==> src/rtl/fib_pkg.sv <==
// Shared definitions for the Fibonacci run controller: register map, bit
// positions, FSM states and clock-select helpers.
package fib_pkg;

  localparam int          NUM_CLKSEL = 6;
  localparam logic [2:0]  CLKSEL_MAX = 3'(NUM_CLKSEL - 1);
  localparam logic [31:0] WIN_BYTES  = 32'h20;

  localparam logic [4:0] OFF_CTRL   = 5'h00;
  localparam logic [4:0] OFF_STEPS  = 5'h04;
  localparam logic [4:0] OFF_STATUS = 5'h08;
  localparam logic [4:0] OFF_RESULT = 5'h0C;
  localparam logic [4:0] OFF_COUNT  = 5'h10;

  localparam int CTRL_START      = 0;
  localparam int CTRL_ABORT      = 1;
  localparam int CTRL_CLKSEL_LSB = 2;
  localparam int CTRL_IRQ_EN     = 8;

  localparam int ST_BUSY    = 0;
  localparam int ST_DONE    = 1;
  localparam int ST_OVF     = 2;
  localparam int ST_ABORTED = 3;

  typedef enum logic [1:0] {
    IDLE    = 2'd0,
    RUN     = 2'd1,
    CAPTURE = 2'd2
  } state_e;

  function automatic logic [2:0] clksel_clamp(input logic [2:0] sel);
    return (sel > CLKSEL_MAX) ? CLKSEL_MAX : sel;
  endfunction

  function automatic logic [NUM_CLKSEL-1:0] clksel_onehot(input logic [2:0] sel);
    return NUM_CLKSEL'(1) << sel;
  endfunction

endpackage

==> src/rtl/fib_run_ctrl_if.sv <==
// Wishbone slave bundle for the Fibonacci run controller.
interface fib_run_ctrl_if;
  logic        wbs_stb_i;
  logic        wbs_cyc_i;
  logic        wbs_we_i;
  logic [3:0]  wbs_sel_i;
  logic [31:0] wbs_adr_i;
  logic [31:0] wbs_dat_i;
  logic        wbs_ack_o;
  logic [31:0] wbs_dat_o;

  modport master (
    output wbs_stb_i, wbs_cyc_i, wbs_we_i, wbs_sel_i, wbs_adr_i, wbs_dat_i,
    input  wbs_ack_o, wbs_dat_o
  );

  modport slave (
    input  wbs_stb_i, wbs_cyc_i, wbs_we_i, wbs_sel_i, wbs_adr_i, wbs_dat_i,
    output wbs_ack_o, wbs_dat_o
  );
endinterface

==> src/rtl/fib_wb_regs.sv <==
// Wishbone register file: decode, single-cycle ack, byte-lane writes,
// START/ABORT pulses and the sticky W1C status bits.
module fib_wb_regs
  import fib_pkg::*;
#(
  parameter logic [31:0] BASE_ADDR  = 32'h3000_0000,
  parameter int          VAL_WIDTH  = 30,
  parameter int          STEP_WIDTH = 16
) (
  input  logic                  clk,
  input  logic                  reset,
  fib_run_ctrl_if.slave         wb,
  input  logic                  busy,
  input  logic [STEP_WIDTH-1:0] count,
  input  logic [VAL_WIDTH-1:0]  result,
  input  logic                  done_set,
  input  logic                  ovf_set,
  input  logic                  abrt_set,
  input  logic                  status_clr,
  output logic                  start_pulse,
  output logic                  abort_pulse,
  output logic [2:0]            clksel,
  output logic                  irq_en,
  output logic [STEP_WIDTH-1:0] steps,
  output logic                  done
);

  logic [31:0] off;
  logic [4:0]  word;
  logic        req, acc, wr;
  logic        wr_ctrl, wr_steps, wr_status;
  logic        ovf, aborted;
  logic [31:0] rdata;

  assign off  = wb.wbs_adr_i - BASE_ADDR;
  assign word = {off[4:2], 2'b00};
  assign req  = wb.wbs_stb_i & wb.wbs_cyc_i & (off < WIN_BYTES);
  // Only the first cycle of a request is accepted; the ack cycle blocks a repeat.
  assign acc  = req & ~wb.wbs_ack_o;
  assign wr   = acc & wb.wbs_we_i;

  assign wr_ctrl   = wr && (word == OFF_CTRL);
  assign wr_steps  = wr && (word == OFF_STEPS);
  assign wr_status = wr && (word == OFF_STATUS) && wb.wbs_sel_i[0];

  always_comb begin
    rdata = '0;
    case (word)
      OFF_CTRL: begin
        rdata[CTRL_CLKSEL_LSB +: 3] = clksel;
        rdata[CTRL_IRQ_EN]          = irq_en;
      end
      OFF_STEPS:  rdata[STEP_WIDTH-1:0] = steps;
      OFF_STATUS: begin
        rdata[ST_BUSY]    = busy;
        rdata[ST_DONE]    = done;
        rdata[ST_OVF]     = ovf;
        rdata[ST_ABORTED] = aborted;
      end
      OFF_RESULT: rdata[VAL_WIDTH-1:0]  = result;
      OFF_COUNT:  rdata[STEP_WIDTH-1:0] = count;
      default:    rdata = '0;
    endcase
  end

  always_ff @(posedge clk or posedge reset) begin
    if (reset) begin
      wb.wbs_ack_o <= 1'b0;
      wb.wbs_dat_o <= '0;
      start_pulse  <= 1'b0;
      abort_pulse  <= 1'b0;
      clksel       <= '0;
      irq_en       <= 1'b0;
      steps        <= '0;
      done         <= 1'b0;
      ovf          <= 1'b0;
      aborted      <= 1'b0;
    end else begin
      wb.wbs_ack_o <= acc;
      wb.wbs_dat_o <= (acc && !wb.wbs_we_i) ? rdata : '0;
      start_pulse  <= wr_ctrl & wb.wbs_sel_i[0] & wb.wbs_dat_i[CTRL_START];
      abort_pulse  <= wr_ctrl & wb.wbs_sel_i[0] & wb.wbs_dat_i[CTRL_ABORT];
      if (wr_ctrl && wb.wbs_sel_i[0])
        clksel <= clksel_clamp(wb.wbs_dat_i[CTRL_CLKSEL_LSB +: 3]);
      if (wr_ctrl && wb.wbs_sel_i[1])
        irq_en <= wb.wbs_dat_i[CTRL_IRQ_EN];
      if (wr_steps) begin
        for (int i = 0; i < STEP_WIDTH; i++)
          if (wb.wbs_sel_i[i/8]) steps[i] <= wb.wbs_dat_i[i];
      end
      // A hardware set in the same cycle as a software clear keeps the bit set.
      done    <= done_set | (done & ~(status_clr | (wr_status & wb.wbs_dat_i[ST_DONE])));
      ovf     <= ovf_set  | (ovf  & ~(status_clr | (wr_status & wb.wbs_dat_i[ST_OVF])));
      aborted <= abrt_set | (aborted & ~(status_clr | (wr_status & wb.wbs_dat_i[ST_ABORTED])));
    end
  end

endmodule

==> src/rtl/fib_run_ctrl.sv <==
// Run controller for the Fibonacci datapath: enables the generator for a
// programmed number of steps, stops early on wrap-around, captures the result.
module fib_run_ctrl
  import fib_pkg::*;
#(
  parameter logic [31:0] BASE_ADDR  = 32'h3000_0000,
  parameter int          VAL_WIDTH  = 30,
  parameter int          STEP_WIDTH = 16
) (
  input  logic                  clk,
  input  logic                  reset,
  fib_run_ctrl_if.slave         wb,
  input  logic                  tick,
  input  logic [VAL_WIDTH-1:0]  value,
  output logic                  on,
  output logic [NUM_CLKSEL-1:0] clock_op,
  output logic                  irq
);

  state_e                state, state_nxt;
  logic                  start_pulse, abort_pulse, irq_en, done;
  logic [2:0]            clksel;
  logic [STEP_WIDTH-1:0] steps, count, count_nxt;
  logic [VAL_WIDTH-1:0]  result, prev_p1;
  logic                  tick_p1;
  logic                  run_entry, done_set, ovf_set, abrt_set, capture_now;
  logic                  term, ovf_hit;

  fib_wb_regs #(
    .BASE_ADDR (BASE_ADDR),
    .VAL_WIDTH (VAL_WIDTH),
    .STEP_WIDTH(STEP_WIDTH)
  ) u_regs (
    .clk        (clk),
    .reset      (reset),
    .wb         (wb),
    .busy       (state != IDLE),
    .count      (count),
    .result     (result),
    .done_set   (done_set),
    .ovf_set    (ovf_set),
    .abrt_set   (abrt_set),
    .status_clr (run_entry),
    .start_pulse(start_pulse),
    .abort_pulse(abort_pulse),
    .clksel     (clksel),
    .irq_en     (irq_en),
    .steps      (steps),
    .done       (done)
  );

  assign count_nxt = count + 1'b1;
  assign term      = tick && (count_nxt == steps);
  // The generator value settles one cycle after its tick, so compare then.
  assign ovf_hit   = tick_p1 && (value < prev_p1);
  assign on        = (state == RUN);
  assign irq       = done & irq_en;

  always_comb begin
    state_nxt   = state;
    run_entry   = 1'b0;
    done_set    = 1'b0;
    ovf_set     = 1'b0;
    abrt_set    = 1'b0;
    capture_now = 1'b0;
    case (state)
      IDLE: begin
        if (start_pulse) begin
          if (steps != '0) begin
            state_nxt = RUN;
            run_entry = 1'b1;
          end else begin
            done_set    = 1'b1;
            capture_now = 1'b1;
          end
        end
      end
      RUN: begin
        if (abort_pulse) begin
          state_nxt = IDLE;
          abrt_set  = 1'b1;
        end else begin
          ovf_set = ovf_hit;
          if (ovf_hit || term) state_nxt = CAPTURE;
        end
      end
      CAPTURE: begin
        done_set    = 1'b1;
        capture_now = 1'b1;
        state_nxt   = IDLE;
      end
      default: state_nxt = IDLE;
    endcase
  end

  always_ff @(posedge clk or posedge reset) begin
    if (reset) state <= IDLE;
    else       state <= state_nxt;
  end

  // p1: tick delayed to line up with the settled generator value
  always_ff @(posedge clk or posedge reset) begin
    if (reset) begin
      tick_p1  <= 1'b0;
      prev_p1  <= '0;
      count    <= '0;
      result   <= '0;
      clock_op <= '0;
    end else begin
      tick_p1 <= tick;
      if (run_entry || (state == RUN && tick_p1)) prev_p1 <= value;
      if (run_entry)
        count <= '0;
      else if (state == RUN && tick && count != '1)
        count <= count_nxt;
      if (capture_now) result <= value;
      if (run_entry) clock_op <= clksel_onehot(clksel);
    end
  end

endmodule

==> src/flat_wrapper.sv <==
// flat-port wrapper written by rule: the top's interface ports become plain ports
module fib_run_ctrl_flat import fib_pkg::*;
#(
  parameter logic [31:0] BASE_ADDR  = 32'h3000_0000,
  parameter int          VAL_WIDTH  = 30,
  parameter int          STEP_WIDTH = 16
)
  (clk, reset, tick, value, on, clock_op, irq, wb_wbs_stb_i, wb_wbs_cyc_i, wb_wbs_we_i, wb_wbs_sel_i, wb_wbs_adr_i, wb_wbs_dat_i, wb_wbs_ack_o, wb_wbs_dat_o);
  fib_run_ctrl_if wb_i ();
  input  logic clk;
  input  logic reset;
  input  logic tick;
  input  logic [VAL_WIDTH-1:0] value;
  output logic on;
  output logic [NUM_CLKSEL-1:0] clock_op;
  output logic irq;
  input wire logic [$bits(wb_i.wbs_stb_i)-1:0] wb_wbs_stb_i;
  input wire logic [$bits(wb_i.wbs_cyc_i)-1:0] wb_wbs_cyc_i;
  input wire logic [$bits(wb_i.wbs_we_i)-1:0] wb_wbs_we_i;
  input wire logic [$bits(wb_i.wbs_sel_i)-1:0] wb_wbs_sel_i;
  input wire logic [$bits(wb_i.wbs_adr_i)-1:0] wb_wbs_adr_i;
  input wire logic [$bits(wb_i.wbs_dat_i)-1:0] wb_wbs_dat_i;
  output wire logic [$bits(wb_i.wbs_ack_o)-1:0] wb_wbs_ack_o;
  output wire logic [$bits(wb_i.wbs_dat_o)-1:0] wb_wbs_dat_o;
  assign wb_i.wbs_stb_i = wb_wbs_stb_i;
  assign wb_i.wbs_cyc_i = wb_wbs_cyc_i;
  assign wb_i.wbs_we_i = wb_wbs_we_i;
  assign wb_i.wbs_sel_i = wb_wbs_sel_i;
  assign wb_i.wbs_adr_i = wb_wbs_adr_i;
  assign wb_i.wbs_dat_i = wb_wbs_dat_i;
  assign wb_wbs_ack_o = wb_i.wbs_ack_o;
  assign wb_wbs_dat_o = wb_i.wbs_dat_o;
  fib_run_ctrl #(.BASE_ADDR(BASE_ADDR), .VAL_WIDTH(VAL_WIDTH), .STEP_WIDTH(STEP_WIDTH)) u_core (.clk(clk), .reset(reset), .wb(wb_i), .tick(tick), .value(value), .on(on), .clock_op(clock_op), .irq(irq));
endmodule
==> config.mk <==
export PLATFORM = sky130hd
export DESIGN_NAME = fib_run_ctrl_flat
export DESIGN_NICKNAME = d
export VERILOG_FILES = /design/src/rtl/fib_pkg.sv /design/src/rtl/fib_run_ctrl_if.sv /design/src/rtl/fib_wb_regs.sv /design/src/rtl/fib_run_ctrl.sv /design/src/flat_wrapper.sv
export SDC_FILE = /design/constraint.sdc
export NUM_CORES = 1
export LEC_CHECK = 0
export ABC_CLOCK_PERIOD_IN_PS = 10060
export BUFFER_PORTS_ARGS = -buffer_cell sky130_fd_sc_hd__buf_2
export CORE_MARGIN = 3
export CORE_UTILIZATION = 41
export DETAILED_ROUTE_END_ITERATION = 8
export PLACE_DENSITY = 0.69
export SYNTH_ARGS = -nofsm -noshare
export SYNTH_HDL_FRONTEND = slang
export SYNTH_SLANG_ARGS = --single-unit
==> constraint.sdc <==
create_clock -name clk -period 10.06 [get_ports clk]
set_input_delay 0.503 -clock clk [delete_from_list [all_inputs] [get_ports clk]]
set_output_delay 0.503 -clock clk [all_outputs]
set_load 0.01 [all_outputs]
# Yosys cells after proc, flatten, opt, wreduce, memory -nomap -nowiden

Cells that the tools add are included.

Register bits after elaboration: 141
Input port bits: 104
Logic and storage cells: 107

Multiplexer cells: 26
$add $sub $neg: 2
Magnitude comparators: 3
Reductions and logical operators: 23
Bitwise logic cells: 24
Shifts and indexed selects: 1
Eq/ne operators: 11

Operators with widths:

| cell                                                        | count |
|---|---|
| less-than comparator 32 x 6 -> 1 bit, second input constant | 1 |
| 2-to-1 mux 16 bit                                           | 2 |
| subtractor 32 x 30 -> 32 bit, second input constant         | 1 |
| less-than comparator 30 bit                                 | 1 |
| 2-to-1 mux 30 bit                                           | 1 |
| one-hot mux 7 bit (3 select lines)                          | 1 |
| adder 16 x 1 -> 16 bit, second input constant               | 1 |
| == test 16 bit                                              | 1 |
| != test 16 bit, second input constant                       | 1 |
| nonzero test 16 bit                                         | 1 |
| bitwise AND 1 bit                                           | 14 |
| 2-to-1 mux 14 bit                                           | 1 |
| logical AND 1 bit                                           | 12 |
| one-hot mux 2 bit (5 select lines)                          | 1 |
| 2-to-1 mux 1 bit                                            | 9 |
| one-hot mux 3 bit (3 select lines)                          | 1 |
| 2-to-1 mux 2 bit                                            | 4 |
| one-hot mux 1 bit (4 select lines)                          | 2 |
| one-hot mux 2 bit (4 select lines)                          | 1 |
| == test 3 x 2 -> 1 bit, second input constant               | 2 |
| bitwise OR 1 bit                                            | 6 |
| left shift 1 x 3 -> 6 bit, first input constant             | 1 |
| logical NOT 5 bit                                           | 1 |
| inverter 1 bit                                              | 4 |
| other kinds (17)                                            | 20 |

# Logic depth before layout (Yosys ltp)

Depth after elaboration: 12
Gate-level depth with buffers: 8

# Hierarchy

A second synthesis with hierarchy kept.

Cells, all modules: 711
Area total of the unflattened synthesis: 7325.8 sq um

Modules (own cells, without submodules):

| module       | times used | cells an instance | area each (sq um) |
|---|---|---|---|
| fib_run_ctrl | 1          | 487               | 4745.8 |
| fib_wb_regs  | 1          | 224               | 2580.0 |

# Worst setup path after synthesis

Ideal clock, no wire load.

Path type: register -> register
Start point: reg u_core.u_regs.steps[14]
End point: reg u_core.prev_p1[0]
Required time: 9.932 ns
Stages on the path, launching flop included: 8
Clock period less this slack: 2.001 ns
Path buffers: 2
Slack: 8.059 ns
Data arrival time: 1.873 ns
Cells stage by stage: dfrtp_1 -> nor4_1 -> nand4_1 -> and3_1 -> clkbuf_1 -> a21oi_1 -> buf_4 -> mux2_1

Longest elaborated chain between the ends: 5

Ends and longest elaborated chain:

| element                           | line                | RTL |
|---|---|---|
| from (decl)                       | fib_wb_regs.sv:24   | `output logic [STEP_WIDTH-1:0] steps,` |
| from (signal, indexed assignment) | fib_wb_regs.sv:89   | `if (wb.wbs_sel_i[i/8]) steps[i] <= wb.wbs_dat_i[i];` |
| nonzero test 16 bit               | fib_run_ctrl.sv:69  | `if (steps != '0) begin` |
| 2-to-1 mux 1 bit                  | fib_run_ctrl.sv:69  |  |
| 2-to-1 mux 1 bit                  | fib_run_ctrl.sv:68  | `if (start_pulse) begin` |
| 2-to-1 mux 1 bit                  | fib_run_ctrl.sv:66  | `case (state)` |
| logical OR 1 bit                  | fib_run_ctrl.sv:111 | `if (run_entry \|\| (state == RUN && tick_p1)) prev_p1 <= value;` |
| to (signal assigned)              | fib_run_ctrl.sv:111 |  |
| to (decl)                         | fib_run_ctrl.sv:24  | `logic [VAL_WIDTH-1:0] result, prev_p1;` |

Every way passes these cells.
A chain may end at the register's enable or synchronous reset.

# Worst setup path after layout

Start point: reg u_core.u_regs.steps[9]
End point: reg u_core.prev_p1[24]

The elaborated chain is that of the path after synthesis.

==> run_results.csv <==
group,metric,value,unit
logic_synthesis,synth_xor_area_share,4.57,%
logic_synthesis,synth_simple_gate_area_share,14.0,%
die,placement_rows,47,
logic_synthesis,biggest_area_consumer_among_synthesized_cells,"sky130_fd_sc_hd__dfrtp_1",
cells_and_area,layout_cells_sized_above_1,27.1,%
timing,unrepaired_setup_endpoints_after_global_routing,"false",
timing,min_period_over_period,31.1,%
worst_hold_path,hold_class,"in -> async",
place,dpl-instance-area,7860,µm²
logic_synthesis,flop_and_latch_count_out_of_synthesis,141,
critical_path,critical-path-slowest-cell,"sky130_fd_sc_hd__a21oi_4",
cells_and_area,nFillCells,1503,
global_route,number_of_antenna_violations_at_the_first_check_in_global_routing,0,
global_route,first_pass_grt_wire_length,26100,µm
logic_synthesis,synth_adder_area_share,5.29,%
timing,setup_viol_count_final,0,
place,routabilityCongestion,0.876,
drt,route.final.wire_length,16300,µm
cells_and_area,final_net_count,884,
cts,numClockSinks,141,
place,place.port_buffers,122,
timing,finClkSkew,0.00708,ns
pwr,p_leak,4.34,nW
die,start_util,42.3,%
die,io-pin-count,145,
critical_path,endpoint_kind,"flop",
timing,finalHoldViolCount,0,
critical_path,cp.required,10.36,ns
critical_path,timing.setup.critical_path_class,"reg -> reg",
logic_synthesis,synth_sequential_area_ratio,49.8,%
cells_and_area,post_layout_nonfiller_instances,983,
timing,finalWorstSetupSlack,6.94,ns
cells_and_area,syn2layout_area_growth,19.9,%
logic_synthesis,yosysMostFrequentCell,"sky130_fd_sc_hd__dfrtp_1",
timing,maxClockFrequency,0.320,GHz
timing,timing_worst_slew_pin_value,1.03,ns
cts,cts_inserted_buffers,17,
cells_and_area,multi_input_area,3280,µm²
cts,clockRootBuffer,"sky130_fd_sc_hd__clkbuf_16",
critical_path,cp.arrival,3.42,ns
logic_synthesis,synth.top_cells.by_area,"sky130_fd_sc_hd__dfrtp_1 (50%), sky130_fd_sc_hd__mux2_1 (7.0%), sky130_fd_sc_hd__mux2_2 (5.9%)",
place,dp_worst_setup_slack,6.99,ns
cts,post_cts_hold_buffer_count,0,
cts,htree_levels,4,
die,die-area,18900,µm²
logic_synthesis,syn_std_cell_area,7090,µm²
cts,clk_transition_reported_paths,0.06,ns
die,die-width,137,µm
logic_synthesis,synth_cells,637,
pwr,design_power_total,1.59,mW
timing,final_max_slew_viol_count,0,
logic_synthesis,yosysWarnings,0,
critical_path,cp_cell_sequence,"nor4_1 -> nand4_1 -> and3_1 -> a21oi_4 -> mux2_1",
cts,post_cts.repair.setup_buffers,0,
pwr,powerDensity,187,nW/µm²
global_route,grt_overflow_total,0,
drt,detail-route-antenna-nets,0,
flow_run,drv_cap,0,
logic_synthesis,dominant_combinational_cell_family_by_area_after_synthesis,"multiplexers",
cts,clockBufferDepth,2,
logic_synthesis,top_ff_cell_synth,"sky130_fd_sc_hd__dfrtp_1",
cells_and_area,diodes,0,
critical_path,timing.critical_path.from_type,"flop",
global_route,grt_max_degree,74,
drt,drt_pre_antenna_iters,5,
timing,finalCriticalPeriod,3.12,ns
cells_and_area,register_area,3530,µm²
logic_synthesis,asyncSetResetFlopFracSynth,100,%
global_route,grt_util_all_layers,17.9,%
drt,detail_route.iter0.violations,330,
timing,worst_relative_slew_slack,31.1,%
critical_path,critical_path_peak_fanout,30,
logic_synthesis,synth_compound_gate_area_share,6.92,%
logic_synthesis,yosys.area.top_type_share,49.8,%
place,placed_cells_incl_taps,951,
critical_path,critical-path-max-stage-delay,0.92,ns
place,hpwl,11900,µm
drt,wire_per_inst,16.6,µm
pwr,max-vdd-ir-drop,139,µV
global_route,grt_pass1_vias,5032,
die,die_height,137,µm
die,core,16800,µm²
cts,cts_tree,"yes",
cells_and_area,final_area,8500,µm²
logic_synthesis,syn_area_per_cell,11.1,µm²
drt,detail_route.vias_per_cell,5.24,
logic_synthesis,synth_top_cells_by_count,"sky130_fd_sc_hd__dfrtp_1 (141), sky130_fd_sc_hd__nor2_1 (58), sky130_fd_sc_hd__mux2_1 (44)",
outcome,outcome,"finished, final reports clean",
drt,vias,5148,
timing,tns,0,ns
cts,cts_resized,0,
cts,insertion_delay_of_the_later_clocked_pin_in_the_worst_skew_pair,0.42,ns
logic_synthesis,synth_enable_flop_cells,0,
critical_path,cp_top_family,"simple AND/OR/NAND/NOR gates",
logic_synthesis,muxShareOfSynthArea,15.1,%
critical_path,critical_path.n_buffers_inverters,0,
drt,drc,0,
logic_synthesis,ys_types,56,
-- area by class of cell --
type	count	area share, %
Clock inverter	13	2.19
Tap cell	220	3.24
Sequential cell	141	41.5
Multi-Input combinational cell	427	38.5
Inverter	38	1.74
Clock buffer	19	5.33
Timing Repair Buffer	125	7.45
-- routing by layer --
metal	share of wire (%)	global-route usage, %	up-vias
li1	-	-	2450
met1	44	23.9	2504
met2	47	29.0	175
met3	6.6	4.46	19
met4	1.7	5.38	0
met5	0	0	-
-- metrics by stage --
stage / util [%] / hold WS [ns]
after global placement: 46.9 / 0.451
after CTS: 50.7 / 0.204
after global routing: 50.7 / 0.228
final: 50.7 / 0.181
after floorplan: - / 0.446
after detailed placement: 46.9 / 0.460
-- placed cells by master, fill, tap and decap left out, types with 5 or more instances in the layout --
cell                          n
sky130_fd_sc_hd__nor4_1      10
sky130_fd_sc_hd__ha_1        30
sky130_fd_sc_hd__nand4_1     12
sky130_fd_sc_hd__inv_1       37
sky130_fd_sc_hd__xnor2_1     16
sky130_fd_sc_hd__nor3_1       8
sky130_fd_sc_hd__and2_1      17
sky130_fd_sc_hd__mux2_1      44
sky130_fd_sc_hd__xor2_1      21
sky130_fd_sc_hd__and3_1      10
sky130_fd_sc_hd__o21ai_0      6
sky130_fd_sc_hd__o41ai_1      5
sky130_fd_sc_hd__dfrtp_1    141
sky130_fd_sc_hd__nor2b_1      6
sky130_fd_sc_hd__nor2_1      57
sky130_fd_sc_hd__mux2i_1     16
sky130_fd_sc_hd__a21oi_1     31
sky130_fd_sc_hd__mux2_2      37
sky130_fd_sc_hd__nand2_1     34
sky130_fd_sc_hd__buf_2      122
sky130_fd_sc_hd__nand3_1     11
sky130_fd_sc_hd__clkbuf_16   17
-- flip-flops by register name (all words and copies together), names as in the netlist, 2 cells and up --
signal and cells:
u_core.count 16, u_core.prev_p1 30, u_core.clock_op 6, u_core.result 30
u_core.u_regs.clksel 3, u_core.state 2, u_core.u_regs.steps 16, u_core.u_regs.wb.wbs_dat_o 30
-- power by group --
part | leakage [nW] | switching [mW] | internal (mW)
clock network | 0.314 | 0.245 | 0.430
registers | 1.86 | 0.0453 | 0.644
logic | 2.17 | 0.112 | 0.117
total | 4.34 | 0.403 | 1.19
-- worst reg2reg max path: stages (launching register included) --
cell and delay, ns:
sky130_fd_sc_hd__dfrtp_1 0.43, sky130_fd_sc_hd__nor4_1 0.51, sky130_fd_sc_hd__nand4_1 0.24, sky130_fd_sc_hd__and3_1 0.51
sky130_fd_sc_hd__a21oi_4 0.92, sky130_fd_sc_hd__mux2_1 0.40
-- logic make-up after synthesis --
group | Yosys count
simple gates | 187
flops | 141
mux | 97
compound gates | 74
buf+inv | 70
xor+xnor | 37
fa+ha+maj | 30
other cells | 1
-- worst paths after layout --
check                                       start  slack, ns                        endpoint  depth (start not counted)
min in group clk                             tick       0.25                  u_core.tick_p1                          1
setup reg to reg           u_core.u_regs.steps[9]       6.94              u_core.prev_p1[24]                          5
setup / recovery           u_core.u_regs.steps[9]       6.94              u_core.prev_p1[24]                          5
hold reg to reg                 u_core.result[17]       0.47  u_core.u_regs.wb.wbs_dat_o[17]                          1
hold / removal                              reset       0.18  u_core.u_regs.wb.wbs_dat_o[26]                          2
max in group asynchronous                   reset       8.49              u_core.prev_p1[12]                          3
No activity file was read; power rests on OpenSTA's default activity.
